$ cat src/rtl/ps2_scancode_decoder_if.sv
// ps2_scancode_decoder_if
//   Event-side handshake between the scancode decoder and its CPU-side reader.
//   master : decoder (drives the head event and overflow flag, samples evt_rd)
//   slave  : reader  (samples the head event, drives evt_rd)
//   evt_valid  FIFO non-empty, head event presented
//   evt_code   scancode of the head event
//   evt_ext    head event was E0-prefixed
//   evt_brk    head event is a key release
//   evt_rd     pop request for the head event
//   evt_ovf    sticky overflow flag
interface ps2_scancode_decoder_if;
  logic       evt_valid;
  logic [7:0] evt_code;
  logic       evt_ext;
  logic       evt_brk;
  logic       evt_rd;
  logic       evt_ovf;

  modport master (
    output evt_valid, evt_code, evt_ext, evt_brk, evt_ovf,
    input  evt_rd
  );

  modport slave (
    input  evt_valid, evt_code, evt_ext, evt_brk, evt_ovf,
    output evt_rd
  );
endinterface

$ cat src/rtl/ps2_scancode_decoder.sv
// ps2_scancode_decoder
//   Takes bytes from the PS/2 receive stage (byte + busy flag, PS/2 clock
//   domain), moves them into the clk domain, folds Set-2 prefix sequences
//   (E0 extended, F0 break, E1 pause) into single key events and queues the
//   events in a first-word-fall-through FIFO.
// Ports
//   clk       system clock
//   rst       asynchronous active-high reset
//   ps2_data  received byte, quasi-static while ps2_bsy is low
//   ps2_bsy   receive-stage busy flag, asynchronous to clk
//   evt       event handshake (master side), see ps2_scancode_decoder_if
//
// Decode FSM
//   state  | meaning
//   IDLE   | no prefix pending; data bytes become events directly
//   PREFIX | E0 and/or F0 seen; next data byte takes the collected flags
//   SKIP   | inside the 8-byte pause sequence; bytes are swallowed
module ps2_scancode_decoder #(
  parameter int SYNC_STAGES   = 2,
  parameter int SETTLE_CYCLES = 2,
  parameter int FIFO_DEPTH    = 4
) (
  input  logic                  clk,
  input  logic                  rst,
  input  logic [7:0]            ps2_data,
  input  logic                  ps2_bsy,
  ps2_scancode_decoder_if.master evt
);

  localparam int AW = $clog2(FIFO_DEPTH);
  localparam int CW = (SETTLE_CYCLES < 1) ? 1 : $clog2(SETTLE_CYCLES + 1);

  // ---------------------------------------------------------------------
  // Busy synchroniser and falling-edge detect
  // ---------------------------------------------------------------------
  logic [SYNC_STAGES-1:0] bsy_sync;
  logic                   bsy_dly;
  logic                   bsy_fall;

  always_ff @(posedge clk or posedge rst) begin
    if (rst) begin
      bsy_sync <= '1;
      bsy_dly  <= 1'b1;
    end else begin
      bsy_sync <= {bsy_sync[SYNC_STAGES-2:0], ps2_bsy};
      bsy_dly  <= bsy_sync[SYNC_STAGES-1];
    end
  end

  assign bsy_fall = bsy_dly & ~bsy_sync[SYNC_STAGES-1];

  // ---------------------------------------------------------------------
  // Settle timer: down-counter, byte is taken on terminal count.
  // ps2_data is sampled without synchronisation; it has been stable for a
  // long time by the point busy is seen low in this domain.
  // ---------------------------------------------------------------------
  logic          settle_act;
  logic [CW-1:0] settle_cnt;
  logic [7:0]    byte_reg;
  logic          byte_vld;

  always_ff @(posedge clk or posedge rst) begin
    if (rst) begin
      settle_act <= 1'b0;
      settle_cnt <= '0;
      byte_reg   <= 8'h00;
      byte_vld   <= 1'b0;
    end else begin
      byte_vld <= 1'b0;
      if (bsy_fall) begin
        // a new edge restarts the wait; only one byte is ever taken
        settle_act <= 1'b1;
        settle_cnt <= CW'(SETTLE_CYCLES);
      end else if (settle_act) begin
        if (settle_cnt == '0) begin
          byte_reg   <= ps2_data;
          byte_vld   <= 1'b1;
          settle_act <= 1'b0;
        end else begin
          settle_cnt <= settle_cnt - CW'(1);
        end
      end
    end
  end

  // ---------------------------------------------------------------------
  // Byte classification
  // ---------------------------------------------------------------------
  logic is_status;
  logic is_e0;
  logic is_f0;
  logic is_e1;
  logic is_data;

  assign is_status = byte_reg inside {8'hFA, 8'hAA, 8'hFE, 8'hEE, 8'h00, 8'hFF};
  assign is_e0     = (byte_reg == 8'hE0);
  assign is_f0     = (byte_reg == 8'hF0);
  assign is_e1     = (byte_reg == 8'hE1);
  assign is_data   = ~is_status & ~is_e0 & ~is_f0 & ~is_e1;

  // ---------------------------------------------------------------------
  // Decode FSM
  // ---------------------------------------------------------------------
  typedef enum logic [1:0] {
    IDLE   = 2'd0,
    PREFIX = 2'd1,
    SKIP   = 2'd2
  } state_t;

  state_t     state;
  logic       ext_f;
  logic       brk_f;
  logic [2:0] skip_cnt;

  always_ff @(posedge clk or posedge rst) begin
    if (rst) begin
      state    <= IDLE;
      ext_f    <= 1'b0;
      brk_f    <= 1'b0;
      skip_cnt <= 3'd0;
    end else if (byte_vld) begin
      case (state)
        IDLE: begin
          if (is_e0) begin
            ext_f <= 1'b1;
            state <= PREFIX;
          end else if (is_f0) begin
            brk_f <= 1'b1;
            state <= PREFIX;
          end else if (is_e1) begin
            skip_cnt <= 3'd7;
            state    <= SKIP;
          end
        end
        PREFIX: begin
          if (is_f0 && !brk_f) begin
            brk_f <= 1'b1;
          end else if (is_e0 && !ext_f && !brk_f) begin
            ext_f <= 1'b1;
          end else if (!is_status) begin
            // either a data byte (event pushed below) or an out-of-order
            // prefix (sequence abandoned); both end the sequence
            ext_f <= 1'b0;
            brk_f <= 1'b0;
            state <= IDLE;
          end
        end
        SKIP: begin
          skip_cnt <= skip_cnt - 3'd1;
          if (skip_cnt == 3'd1) state <= IDLE;
        end
        default: begin
          ext_f <= 1'b0;
          brk_f <= 1'b0;
          state <= IDLE;
        end
      endcase
    end
  end

  // Event generation is decoded from the current state and byte so the
  // push lands on the byte_vld cycle itself.
  logic       push_en;
  logic [9:0] push_word;

  assign push_en = byte_vld &
                   ((((state == IDLE) || (state == PREFIX)) & is_data) |
                    ((state == SKIP) & (skip_cnt == 3'd1)));

  assign push_word = (state == SKIP) ? {8'hE1, 2'b00} : {byte_reg, ext_f, brk_f};

  // ---------------------------------------------------------------------
  // Event FIFO (first-word fall-through)
  // ---------------------------------------------------------------------
  logic [AW:0] wr_ptr;
  logic [AW:0] rd_ptr;
  logic [9:0]  mem [FIFO_DEPTH];
  logic        empty;
  logic        full;
  logic        pop;
  logic        do_write;
  logic        ovf_q;
  logic [9:0]  head;

  assign empty    = (wr_ptr == rd_ptr);
  assign full     = (wr_ptr[AW] != rd_ptr[AW]) && (wr_ptr[AW-1:0] == rd_ptr[AW-1:0]);
  assign pop      = evt.evt_rd & ~empty;
  // a pop in the same cycle frees the slot, so a full FIFO still accepts
  assign do_write = push_en & (~full | pop);

  always_ff @(posedge clk or posedge rst) begin
    if (rst) begin
      wr_ptr <= '0;
      rd_ptr <= '0;
      ovf_q  <= 1'b0;
    end else begin
      if (do_write)                 wr_ptr <= wr_ptr + (AW+1)'(1);
      if (pop)                      rd_ptr <= rd_ptr + (AW+1)'(1);
      if (push_en && full && !pop)  ovf_q  <= 1'b1;
    end
  end

  // storage only; validity is carried by the pointers
  always_ff @(posedge clk) begin
    if (do_write) mem[wr_ptr[AW-1:0]] <= push_word;
  end

  assign head = mem[rd_ptr[AW-1:0]];

  assign evt.evt_valid = ~empty;
  assign evt.evt_code  = empty ? 8'h00 : head[9:2];
  assign evt.evt_ext   = empty ? 1'b0  : head[1];
  assign evt.evt_brk   = empty ? 1'b0  : head[0];
  assign evt.evt_ovf   = ovf_q;

endmodule

$ cat src/flat_wrapper.sv
// flat-port wrapper written by rule: the top's interface ports become plain ports
module ps2_scancode_decoder_flat 
#(
  parameter int SYNC_STAGES   = 2,
  parameter int SETTLE_CYCLES = 2,
  parameter int FIFO_DEPTH    = 4
)
  (clk, rst, ps2_data, ps2_bsy, evt_evt_valid, evt_evt_code, evt_evt_ext, evt_evt_brk, evt_evt_ovf, evt_evt_rd);
  ps2_scancode_decoder_if evt_i ();
  input  logic clk;
  input  logic rst;
  input  logic [7:0] ps2_data;
  input  logic ps2_bsy;
  output wire logic [$bits(evt_i.evt_valid)-1:0] evt_evt_valid;
  output wire logic [$bits(evt_i.evt_code)-1:0] evt_evt_code;
  output wire logic [$bits(evt_i.evt_ext)-1:0] evt_evt_ext;
  output wire logic [$bits(evt_i.evt_brk)-1:0] evt_evt_brk;
  output wire logic [$bits(evt_i.evt_ovf)-1:0] evt_evt_ovf;
  input wire logic [$bits(evt_i.evt_rd)-1:0] evt_evt_rd;
  assign evt_evt_valid = evt_i.evt_valid;
  assign evt_evt_code = evt_i.evt_code;
  assign evt_evt_ext = evt_i.evt_ext;
  assign evt_evt_brk = evt_i.evt_brk;
  assign evt_evt_ovf = evt_i.evt_ovf;
  assign evt_i.evt_rd = evt_evt_rd;
  ps2_scancode_decoder #(.SYNC_STAGES(SYNC_STAGES), .SETTLE_CYCLES(SETTLE_CYCLES), .FIFO_DEPTH(FIFO_DEPTH)) u_core (.clk(clk), .rst(rst), .ps2_data(ps2_data), .ps2_bsy(ps2_bsy), .evt(evt_i));
endmodule
$ cat config.mk
export PLATFORM = sky130hd
export DESIGN_NAME = ps2_scancode_decoder_flat
export DESIGN_NICKNAME = d
export VERILOG_FILES = /design/src/rtl/ps2_scancode_decoder_if.sv /design/src/rtl/ps2_scancode_decoder.sv /design/src/flat_wrapper.sv
export SDC_FILE = /design/constraint.sdc
export NUM_CORES = 1
export LEC_CHECK = 0
export ABC_AREA = 1
export BUFFER_PORTS_ARGS = -buffer_cell sky130_fd_sc_hd__buf_2
export CAP_MARGIN = 20
export CORE_MARGIN = 10
export CORE_UTILIZATION = 52
export DETAILED_ROUTE_END_ITERATION = 8
export PLACE_DENSITY_LB_ADDON = 0.25
export REMOVE_ABC_BUFFERS = 1
export SYNTH_ARGS = -nofsm -noshare
export SYNTH_HDL_FRONTEND = slang
export SYNTH_SLANG_ARGS = --single-unit
export TNS_END_PERCENT = 50
$ cat constraint.sdc
create_clock -name clk -period 2 [get_ports clk]
set_input_delay 0.3 -clock clk [delete_from_list [all_inputs] [get_ports clk]]
set_output_delay 0.3 -clock clk [all_outputs]
set_load 0.02 [all_outputs]
==> summary.md, run 1 <==
| Metric | Value |
|---|---|
| Length in cells of the worst reg-to-reg path | `7` |
| Final ANT Viol Nets | `0` |
| Simple-gate area share of the yosys netlist | `0.219` |
| Library cells used by synthesis | `32` |
| Area growth from synthesis to final layout | `24.9%` |
| List of cells traversed by the critical path | `inv_2, buf_4, clkbuf_16, nor2_1, o32ai_1, nand2_1, inv_1, buf_2` |
| Iteration-0 DRC Markers | `113` |
| Worst Path Required | `1700 ps` |
| Classification of the worst setup path | `reg2out` |
| Vias in the first global route | `2386` |
| Finish-stage setup viols | `0` |
| Sequential cell area fraction in the yosys report | `0.586` |
| Detail-routed via count per cell | `5.11` |
| Startpoint of the tightest hold check path | `ps2_bsy` |
| Arrival @ worst endpoint | `1690 ps` |
| Critical register-to-register path startpoint | `u_core.rd_ptr[2]` |
| Arithmetic-cell share of the synthesized area counting full adders, half adders and majority gates | `0.0304` |
| Vias | `2428` |
| Count of flip-flops with a built-in enable after synthesis | `40` |
| Post-route cell area | `4110 µm²` |
| Ys flop type | `sky130_fd_sc_hd__edfxtp_1` |
| Area share of the largest cell type after synthesis | `0.365` |
| Final TNS setup | `0 ps` |
| DRC errors left | `0` |
| Int Pwr | `3.99 mW` |
| Count of mapped cells out of synthesis | `339` |
| XOR/XNOR share of the synthesized area | `0.0160` |
| Die ar. | `9920 µm²` |
| Classification of the worst-slack hold path | `in2reg` |
| Pwr Density | `1640 nW/µm²` |
| Share of the clock period used by the worst path | `0.993` |
| CTS Sinks | `69` |
| Row count | `28` |
| Number of failing hold endpoints at the final stage | `0` |
| Top-level I/O count | `24` |
| Total length of routed wires | `6830 µm` |
| Overall fraction of global-route tracks in use | `0.136` |
| Post-synthesis cell type with the largest combined area | `sky130_fd_sc_hd__edfxtp_1` |
| Leading cell types by total area after synthesis | `sky130_fd_sc_hd__edfxtp_1 (36%), sky130_fd_sc_hd__dfrtp_1 (20%), sky130_fd_sc_hd__nand2_1 (7.4%), sky130_fd_sc_hd__nor2_1 (6.3%), sky130_fd_sc_hd__inv_1 (4.8%)` |
| Buffer and inverter count on the worst path | `5` |
| Top post-synthesis cells by count | `sky130_fd_sc_hd__nand2_1 (65), sky130_fd_sc_hd__nor2_1 (55), sky130_fd_sc_hd__inv_1 (42)` |
| Worst stage delay on the critical path | `430 ps` |
| Maximum net fanout on the critical path | `10` |
| Dpl ws | `-234 ps` |
| Max clock buf depth | `2` |
| Slew Viols, Final | `0` |
| Count of cells along the worst hold path | `1` |
| Worst setup EP type | `output port` |
| RSZ-0062 raised after global routing | `true` |
| Startpoint kind of the worst setup timing path | `flop` |
| Min-Delay Endpoint | `u_core.bsy_sync[0]` |
| PnR worst setup slack | `14.8 ps` |
| Number of port buffers | `23` |
| Clock-pin slew reported for the worst setup and hold paths after clock tree synthesis | `70 ps` |
| DR pass1 iterations | `4` |
| Netlist area before placement | `3290 µm²` |
| H-Tree Depth | `3` |
| Leakage power | `1.82 nW` |
| Later-pin clock latency in the skew report | `350 ps` |
| Clock group share of total power | `0.184` |
| Number of clock buffers inserted by TritonCTS | `9` |
| Initial core utilization | `0.547` |
| Clock root buffer master | `sky130_fd_sc_hd__clkbuf_8` |
| Hpwl dp | `4510 µm` |
| Number of antenna violations at the first check in global routing | `0` |
| Wire length of the first global-routing pass | `10800 µm` |
| Max Clock Skew | `14.3 ps` |
| Worst slew pin tran | `365 ps` |
| Final nets | `415` |
| Largest vdd supply drop | `0.935 mV` |
| Combinational family with the most area after synthesis | `simple AND/OR/NAND/NOR gates` |
| Share of synthesized area spent on multiplexers | `0.00342` |
| Worst path depth | `8` |
| Placer's final routability congestion estimate | `0.860` |
| FMAX | `0.504 GHz` |
| R2R Path End | `u_core.mem[1][2]` |
| Kind of cell adding the most delay to the critical path | `buffers and inverters` |
| Result of the run | `finished, final reports clean` |
| Flop and latch count out of synthesis | `69` |
| Maximum capacitance violations | `0` |
| Min Clock Period, post-route | `1990 ps` |
| Worst slew margin relative to its limit | `0.757` |
| Switching power of the nets | `2.74 mW` |
| Share of total power in sequential cells | `0.324` |
| Largest register FFs | `40` |
| Ant. Diodes | `0` |
| Drt wl/cell | `14.4 µm` |
| Fraction of the mapped netlist area in compound gates | `0.0809` |
| Register-to-register path setup slack | `140 ps` |
| Height of the die | `99.6 µm` |
| Count of synthesis-stage warnings from yosys | `0` |
| Async set-reset flop share out of synthesis | `0.420` |
| Final Core Density | `0.683` |
| Floorplan core area | `6030 µm²` |
| Relative contribution of combinational cells to total power | `0.491` |
| Most used standard cell by instance count after synthesis | `sky130_fd_sc_hd__nand2_1` |
| Fraction of layout cells with a size suffix above 1 | `0.315` |
| Pin count of the biggest net entering global routing | `30` |
| Global-route congestion overflow total | `0` |
| CTS tree | `built` |
| Horiz. Die Dim | `99.6 µm` |
| Hold slack final | `49.3 ps` |
| Switching Share | `0.407` |
| Standard cell area after detailed placement | `3660 µm²` |
| Mean cell area of the mapped netlist | `9.71 µm²` |
| Slowest cell on the critical path | `sky130_fd_sc_hd__dfrtp_1` |
-- area by class of cell --
type,instances,area [µm²]
inverter,46,173
clock buffer,9,124
timing repair buffer,53,412
clock inverter,7,97.6
multi-input combinational,216,1280
sequential,69,1930
tap,75,93.8
fill,470,1910
-- worst max path at each step --
stage,end,slack (ps),from
final,evt_evt_code[4],10,u_core.rd_ptr[0]
after global routing,evt_evt_code[4],-80,u_core.rd_ptr[0]
after CTS,evt_evt_ext,-8,u_core.rd_ptr[0]
after detailed placement,u_core.mem[3][5],-230,u_core.byte_reg[6]
after global placement,u_core.mem[3][9],-170,u_core.byte_reg[3]
after floorplan,u_core.mem[1][0],-290,u_core.rd_ptr[0]
-- power groups by stage --
stage / Combinational, mW / Clock (mW) / Sequential [mW]
2_1_floorplan: 1.70 / 0 / 2.24
3_5_place_dp: 2.73 / 0 / 2.19
3_3_place_gp: 2.65 / 0 / 2.18
5_1_grt: 3.69 / 1.33 / 2.22
6_report: 3.31 / 1.24 / 2.18
4_1_cts: 2.80 / 1.27 / 2.16
-- metal layers --
layer  track usage  vias to the layer above  share of wire
met2         0.212                       65           0.48
met4        0.0595                        0          0.018
met1         0.165                     1125           0.46
met5             0                        -              0
li1              -                     1227              -
met3        0.0478                       11          0.048
-- logic make-up (layout without fill, tap and decap cells) --
kind of cell	Yosys count	count (layout)
buffers and inverters	55	115
DFF	69	69
xor gates and xnor gates	6	6
and+or+nand+nor	156	157
AOI/OAI and AO/OA	44	44
muxes	1	1
adders and majority gates	8	8
-- placed cells by master (no fill, tap or decap), types with 15 or more instances in the layout --
master	count
sky130_fd_sc_hd__nand2_1	57
sky130_fd_sc_hd__nor2_1	47
sky130_fd_sc_hd__edfxtp_1	40
sky130_fd_sc_hd__inv_1	38
sky130_fd_sc_hd__buf_4	26
sky130_fd_sc_hd__dfrtp_1	25
sky130_fd_sc_hd__o21ai_0	23
sky130_fd_sc_hd__buf_2	18
sky130_fd_sc_hd__nand2_2	15
-- through the flow --
step | power, mW | std cells
after floorplan | 3.94 | 330
after global placement | 4.84 | 454
after global routing | 7.24 | 475
after detailed placement | 4.92 | 454
final | 6.73 | 475
after CTS | 6.23 | 472
-- timing repair --
item                                    CTS  global route
hold buffers                              1             0
buffers inserted                          1             1
cloned                                    0             2
pin swaps                                 1             8
endpoints found under the setup margin   31            35
endpoints found under the hold margin     4             0
gates resized for setup                   5            44
Note: power is estimated with default switching activity, not from simulation.
==> run 2, diff against run 1 <==
--- a/config.mk
+++ b/config.mk
@@ -9,7 +9,8 @@
 export BUFFER_PORTS_ARGS = -buffer_cell sky130_fd_sc_hd__buf_2
 export CAP_MARGIN = 20
 export CORE_MARGIN = 10
-export CORE_UTILIZATION = 52
+export CORE_UTILIZATION = 56
+export CTS_BUF_LIST = sky130_fd_sc_hd__clkbuf_4
 export DETAILED_ROUTE_END_ITERATION = 8
 export PLACE_DENSITY_LB_ADDON = 0.25
 export REMOVE_ABC_BUFFERS = 1
==> run 2 against run 1 <==
  * Non-clock buffer count grew 5
  * Sequential cell count is the same
  * First-iteration DRC count grew 44%
  * Critical endpoint is now evt_evt_brk
  * Power shrank 2.2%
  * Final cell count grew 0.21%
  * Utilization grew 5.0 points
  * Via count grew 2.2%
  * Sequential share of layout area grew 0.073 points
==> summary.md, run 2 (synthesis gave the netlist of run 1 again) <==
| Metric | Value |
|---|---|
| Total power draw | `6.58 mW (-2.2%)` |
| Placer's final routability congestion estimate | `0.817 (-5.0%)` |
| Area growth from synthesis to final layout | `24.8% (about the same)` |
| Vias | `2482 (+2.2%)` |
| Largest vdd supply drop | `0.809 mV (-13%)` |
| Switching power of the nets | `2.71 mW (-1.0%)` |
| PnR worst setup slack | `4.69 ps (-10.1 ps)` |
| Fraction of layout cells with a size suffix above 1 | `0.314 (-0.000644)` |
| Die ar. | `9350 µm² (-5.7%)` |
| Min Clock Period, post-route | `2000 ps (+10.1 ps)` |
| Classification of the worst setup path | `reg2out` |
| CTS tree | `built` |
| Worst stage delay on the critical path | `480 ps (+50 ps)` |
| Dpl ws | `-146 ps (+87.9 ps)` |
| Commonest non-fill, non-tap cells in the layout | `sky130_fd_sc_hd__nand2_1 (60), sky130_fd_sc_hd__nor2_1 (47), sky130_fd_sc_hd__edfxtp_1 (40)` |
| Most frequent standard cell in the layout excluding fill and tap cells | `sky130_fd_sc_hd__nand2_1` |
| Buffer and inverter count on the worst path | `3 (-2)` |
| Standard cell area after detailed placement | `3660 µm² (+0.10%)` |
| Number of failing hold endpoints at the final stage | `0 (unchanged)` |
| Final Core Density | `0.733 (+0.0502)` |
| DR pass1 iterations | `4 (unchanged)` |
| Finish-stage setup viols | `0 (unchanged)` |
| Critical path capture point | `evt_evt_brk` |
| Slowest cell on the critical path | `sky130_fd_sc_hd__dfrtp_2` |
| Switching Share | `0.412 (+0.00504)` |
| Startpoint kind of the worst setup timing path | `flop` |
| Worst slew margin relative to its limit | `0.761 (+0.00380)` |
| Largest register FFs | `40 (unchanged)` |
| Relative contribution of combinational cells to total power | `0.515 (+0.024)` |
| Result of the run | `finished, final reports clean` |
| Fin cells | `476 (+0.21%)` |
| Row count | `27 (-3.6%)` |
| Clock root buffer master | `sky130_fd_sc_hd__clkbuf_4` |
| Share of the clock period used by the worst path | `0.998 (+0.00506)` |
| Critical register-to-register path startpoint | `u_core.byte_reg[3]` |
| Later-pin clock latency in the skew report | `420 ps (+70 ps)` |
| H-Tree Depth | `3 (unchanged)` |
| Pwr Density | `1600 nW/µm² (-2.2%)` |
| Number of clock buffers inserted by TritonCTS | `9 (unchanged)` |
| Kind of cell adding the most delay to the critical path | `flip-flops` |
| Pin count of the biggest net entering global routing | `30 (unchanged)` |
| Post-route cell area | `4110 µm² (about the same)` |
| Wire length of the first global-routing pass | `10900 µm (+1.3%)` |
| Hpwl dp | `4480 µm (-0.72%)` |
| List of cells traversed by the critical path | `clkinv_4, nand2_4, a21oi_4, nand2_4, nand2_1, inv_1, buf_2` |
| Slew Viols, Final | `0 (unchanged)` |
| Worst path depth | `7 (-1)` |
| Height of the die | `96.7 µm (-2.9%)` |
| Maximum capacitance violations | `0 (unchanged)` |
| Worst Path Required | `1700 ps (about the same)` |
| Final TNS setup | `0 ps (unchanged)` |
| FMAX | `0.501 GHz (-0.51%)` |
| Max Clock Skew | `16.6 ps (+2.28 ps)` |
| Global-route congestion overflow total | `0 (unchanged)` |
| Leakage power | `1.83 nW (+0.35%)` |
| Detail-routed via count per cell | `5.21 (+2.0%)` |
| Maximum net fanout on the critical path | `7 (-3)` |
| Overall fraction of global-route tracks in use | `0.141 (+0.00550)` |
| Worst slew pin tran | `357 ps (-7.45 ps)` |
| Arrival @ worst endpoint | `1700 ps (about the same)` |
| DRC errors left | `0 (unchanged)` |
| CP dominant cell by count | `sky130_fd_sc_hd__nand2_4` |
| CTS Sinks | `69 (unchanged)` |
| Clock group share of total power | `0.149 (-0.035)` |
| Top-level I/O count | `24 (unchanged)` |
| Classification of the worst-slack hold path | `in2reg` |
| Final ANT Viol Nets | `0 (unchanged)` |
| Number of port buffers | `23 (unchanged)` |
| Max clock buf depth | `2 (unchanged)` |
| Register-to-register path setup slack | `90 ps (-50 ps)` |
| Critical Path Source | `u_core.rd_ptr[0]` |
| Initial core utilization | `0.587 (+0.0407)` |
| Clock-pin slew reported for the worst setup and hold paths after clock tree synthesis | `110 ps (+40 ps)` |
| Total length of routed wires | `6900 µm (+1.0%)` |
| Vias in the first global route | `2330 (-2.3%)` |
| RSZ-0062 raised after global routing | `true` |
| Floorplan core area | `5610 µm² (-6.9%)` |
| Share of total power in sequential cells | `0.336 (+0.012)` |
| Ant. Diodes | `0 (unchanged)` |
| Number of antenna violations at the first check in global routing | `0 (unchanged)` |
| Length in cells of the worst reg-to-reg path | `12 (+5)` |
| Horiz. Die Dim | `96.7 µm (-2.9%)` |
| R2R Path End | `u_core.mem[1][9]` |
| Drt wl/cell | `14.5 µm (+0.83%)` |
| Final nets | `420 (+1.2%)` |
| Int Pwr | `3.87 mW (-3.1%)` |
| Hold slack final | `78.8 ps (+29.5 ps)` |
| Iteration-0 DRC Markers | `163 (+44%)` |
| Number of placed cells counting well taps | `452 (-0.44%)` |
| Worst setup EP type | `output port` |
-- run 2: area by class of cell --
| type | instances | area (µm²) |
|---|---|---|
| Sequential cell | 69 | 1930 |
| Fill cell | 389 | 1500 |
| Multi-Input combinational cell | 216 | 1280 |
| Timing Repair Buffer | 58 | 473 |
| Inverter | 46 | 178 |
| Tap cell | 72 | 90.1 |
| Clock inverter | 5 | 76.3 |
| Clock buffer | 10 | 75.1 |
-- run 2: worst min-delay path by stage --
stage	endpoint	slack, ps	cells past startpoint	from
2_1_floorplan	u_core.bsy_sync[0]	300	0	ps2_bsy
3_3_place_gp	u_core.bsy_sync[1]	350	0	u_core.bsy_sync[0]
3_5_place_dp	u_core.bsy_sync[1]	350	0	u_core.bsy_sync[0]
4_1_cts	u_core.byte_reg[3]	70	3	ps2_data[3]
5_1_grt	u_core.byte_reg[7]	100	3	ps2_data[7]
6_report	u_core.byte_reg[3]	80	3	ps2_data[3]
-- run 2: timing repair --
action / 4_1_cts / 5_1_grt
hold endpoints to repair: 27 / 0
pin swaps: 1 / 9
gates resized for setup: 22 / 44
endpoints found under the setup margin: 31 / 50
hold buffers: 2 / 0
setup buffers: 3 / 1
gates cloned: 2 / 2
-- run 2: metal layers --
layer | vias to the layer above | routed length, µm | GRT usage
li1 | 1239 | - | -
met1 | 1143 | 3050 | 0.166
met2 | 78 | 3220 | 0.225
met3 | 22 | 433 | 0.0433
met4 | 0 | 196 | 0.0755
met5 | - | 0 | 0
-- run 2: worst reg2reg max path, delay by kind of cell (launching register included) --
family / cells / cell delay, ps
buf+inv: 3 / 420
flops: 1 / 430
simple gates: 9 / 780
-- run 2: power groups by stage --
| stage | sequential [mW] | clock (mW) | combinational [mW] |
|---|---|---|---|
| floorplan | 2.24 | 0 | 1.70 |
| global placement | 2.18 | 0 | 2.65 |
| detailed placement | 2.20 | 0 | 2.71 |
| CTS | 2.19 | 0.984 | 3.08 |
| global route | 2.24 | 1.05 | 3.74 |
| finish | 2.21 | 0.980 | 3.39 |
==> run 3, diff against run 2 <==
--- a/config.mk
+++ b/config.mk
@@ -14,6 +14,7 @@
 export DETAILED_ROUTE_END_ITERATION = 8
 export PLACE_DENSITY_LB_ADDON = 0.25
 export REMOVE_ABC_BUFFERS = 1
+export SETUP_SLACK_MARGIN = 0.5
 export SYNTH_ARGS = -nofsm -noshare
 export SYNTH_HDL_FRONTEND = slang
 export SYNTH_SLANG_ARGS = --single-unit
==> run 3 against run 2 <==
  * Via count is 7.0% higher
  * Critical path type unchanged
  * The flow now finishes with violations (negative setup slack)
  * Sequential power is 2% higher
  * Final cell count is 2.7% higher
==> summary.md, run 3 (synthesis gave the netlist of run 1 again) <==
| Metric | Value |
|---|---|
| H-Tree Depth | `3 (unchanged)` |
| List of cells traversed by the critical path | `clkinv_4, buf_12, nor2_4, o32ai_2, nand2_2, inv_2, buf_6` |
| Later-pin clock latency in the skew report | `430 ps (about the same)` |
| Classification of the worst setup path | `reg2out` |
| Vias | `2655 (+7.0%)` |
| CTS Sinks | `69 (unchanged)` |
| Most frequent standard cell in the layout excluding fill and tap cells | `sky130_fd_sc_hd__nand2_1` |
| Arrival @ worst endpoint | `1700 ps (about the same)` |
| Clock-pin slew reported for the worst setup and hold paths after clock tree synthesis | `110 ps (about the same)` |
| Worst path depth | `7 (unchanged)` |
| Critical register-to-register path startpoint | `u_core.byte_reg[5]` |
| Hpwl dp | `4480 µm (unchanged)` |
| Height of the die | `96.7 µm (unchanged)` |
| Final-layout fill cell count | `300 (-23%)` |
| DRC errors left | `0 (unchanged)` |
| Startpoint kind of the worst setup timing path | `flop` |
| Pin count of the biggest net entering global routing | `30 (unchanged)` |
| Horiz. Die Dim | `96.7 µm (unchanged)` |
| Slowest cell on the critical path | `sky130_fd_sc_hd__dfrtp_2` |
| Row count | `27 (unchanged)` |
| Vias in the first global route | `2456 (+5.4%)` |
| Result of the run | `finished with violations` |
| Worst slew pin tran | `358 ps (+1.08 ps)` |
| Worst stage delay on the critical path | `470 ps (about the same)` |
| Total length of routed wires | `8260 µm (+20%)` |
| Number of failing hold endpoints at the final stage | `0 (unchanged)` |
| Final nets | `433 (+3.1%)` |
| Violations in the final reports | `negative setup slack` |
| Global-route congestion overflow total | `0 (unchanged)` |
| CTS tree | `built` |
| Worst setup EP type | `output port` |
| Overall fraction of global-route tracks in use | `0.153 (+0.0123)` |
| Placer's final routability congestion estimate | `0.817 (unchanged)` |
| Fin cells | `489 (+2.7%)` |
| Buffer and inverter count on the worst path | `4 (+1)` |
| Number of clock buffers inserted by TritonCTS | `9 (unchanged)` |
| Critical path capture point | `evt_evt_code[1]` |
| Number of antenna violations at the first check in global routing | `0 (unchanged)` |
| Die ar. | `9350 µm² (unchanged)` |
| Share of the clock period used by the worst path | `1.00 (+0.00421)` |
| Area growth from synthesis to final layout | `38.4%` |
| Fraction of layout cells with a size suffix above 1 | `0.436 (+0.122)` |
| Worst slew margin relative to its limit | `0.761 (about the same)` |
| Detail-routed via count per cell | `5.43 (+4.1%)` |
| Classification of the worst-slack hold path | `in2reg` |
| Final ANT Viol Nets | `0 (unchanged)` |
| Floorplan core area | `5610 µm² (unchanged)` |
| Register-to-register path setup slack | `170 ps (+80 ps)` |
| PnR worst setup slack | `-3.73 ps (-8.42 ps)` |
| Kind of cell adding the most delay to the critical path | `flip-flops` |
| Max Clock Skew | `21.6 ps (+5.03 ps)` |
| Number of port buffers | `23 (unchanged)` |
| Finish-stage setup viols | `1 (+1)` |
| Largest vdd supply drop | `0.837 mV (+3.5%)` |
| R2R Path End | `u_core.mem[0][0]` |
| Post-route cell area | `4560 µm² (+11%)` |
| Wire length of the first global-routing pass | `11800 µm (+8.2%)` |
| Clock root buffer master | `sky130_fd_sc_hd__clkbuf_4` |
| FMAX | `0.499 GHz (-0.42%)` |
| Initial core utilization | `0.587 (unchanged)` |
| Hold slack final | `82.6 ps (+3.84 ps)` |
| Iteration-0 DRC Markers | `198 (+21%)` |
| Max clock buf depth | `2 (unchanged)` |
| Critical Path Source | `u_core.rd_ptr[0]` |
| Standard cell area after detailed placement | `3660 µm² (unchanged)` |
| DR pass1 iterations | `5 (+1)` |
| Leakage power | `1.98 nW (+8.2%)` |
| Number of placed cells counting well taps | `452 (unchanged)` |
| Top-level I/O count | `24 (unchanged)` |
| Min Clock Period, post-route | `2000 ps (+8.42 ps)` |
| Worst Path Required | `1700 ps (about the same)` |
| FF/Latch Area | `1930 µm² (about the same)` |
| RSZ-0062 raised after global routing | `true` |
| Pwr Density | `1640 nW/µm² (+2.4%)` |
| Maximum net fanout on the critical path | `6 (-1)` |
| Maximum capacitance violations | `0 (unchanged)` |
| Drt wl/cell | `16.9 µm (+17%)` |
| Length in cells of the worst reg-to-reg path | `12 (unchanged)` |
| Multi-input combinational cell area | `1500 µm² (+17%)` |
| Slew Viols, Final | `0 (unchanged)` |
| Ant. Diodes | `0 (unchanged)` |
| Largest register FFs | `40 (unchanged)` |
| Commonest non-fill, non-tap cells in the layout | `sky130_fd_sc_hd__nand2_1 (49), sky130_fd_sc_hd__edfxtp_1 (40), sky130_fd_sc_hd__nor2_1 (36)` |
run 3: cell count changes in the layout (fill, tap and decap cells not counted), moves of 5 or more:
cell and delta:
sky130_fd_sc_hd__buf_4 -5, sky130_fd_sc_hd__buf_6 +18, sky130_fd_sc_hd__inv_1 -7, sky130_fd_sc_hd__inv_2 +7, sky130_fd_sc_hd__nand2_1 -11, sky130_fd_sc_hd__nand2_2 +7, sky130_fd_sc_hd__nor2_1 -11, sky130_fd_sc_hd__nor2_4 +9
sky130_fd_sc_hd__o21ai_0 -10, sky130_fd_sc_hd__o21ai_1 +8
run 3: metal layers:
metal / up-vias / GRT usage / share of wire / wire length [µm]
met4: 0 / 0.0744 / 0.024 / 198
li1: 1259 / - / - / -
met1: 1264 / 0.176 / 0.41 / 3390
met5: - / 0 / 0 / 0
met3: 21 / 0.0405 / 0.060 / 493
met2: 111 / 0.258 / 0.51 / 4180
run 3: cell type report:
cell class,count,share of cell area
Clock buffer,10,0.0165
Clock inverter,5,0.0167
Inverter,46,0.0398
Multi-Input combinational cell,216,0.328
Sequential cell,69,0.424
Tap cell,72,0.0198
Timing Repair Buffer,71,0.155
run 3: worst min-delay path by stage:
stage | from | to | depth (start not counted)
global placement | u_core.bsy_sync[0] | u_core.bsy_sync[1] | 0
finish | ps2_data[3] | u_core.byte_reg[3] | 3
CTS | ps2_data[3] | u_core.byte_reg[3] | 3
floorplan | ps2_bsy | u_core.bsy_sync[0] | 0
global route | ps2_data[6] | u_core.byte_reg[6] | 3
detailed placement | u_core.bsy_sync[0] | u_core.bsy_sync[1] | 0
run 3: tightest hold or removal path: cells and delay by family:
kind | cells | cell delay, ps
and+or+nand+nor | 1 | 40
AOI/OAI and AO/OA | 1 | 60
buffers and inverters | 1 | 70
run 3: what timing repair did:
| item | CTS | global route |
|---|---|---|
| buffers inserted | 10 | 4 |
| hold endpoints to repair | 27 | 0 |
| hold buffers | 2 | 0 |
| cloned | 3 | 3 |
| pin swaps | 16 | 42 |
| endpoints found under the setup margin | 66 | 73 |
| gates resized for setup | 59 | 101 |
run 3: per-stage QoR:
step	TNS (ps)	setup WS, ps	util	power, mW
after floorplan	-10450	-287	-	3.94
after global placement	-1280	-71.6	0.653	4.83
after detailed placement	-2650	-146	0.653	4.91
after CTS	0	17.1	0.746	6.72
after global routing	-561	-69.5	0.813	7.88
final	-3.73	-3.73	0.813	7.47
run 3: report_power, final:
part,leakage (nW),internal (mW),switching [mW],total (mW)
clock,0.0799,0.509,0.489,0.997
combinational,1.18,1.85,2.37,4.22
sequential,0.717,1.97,0.287,2.26
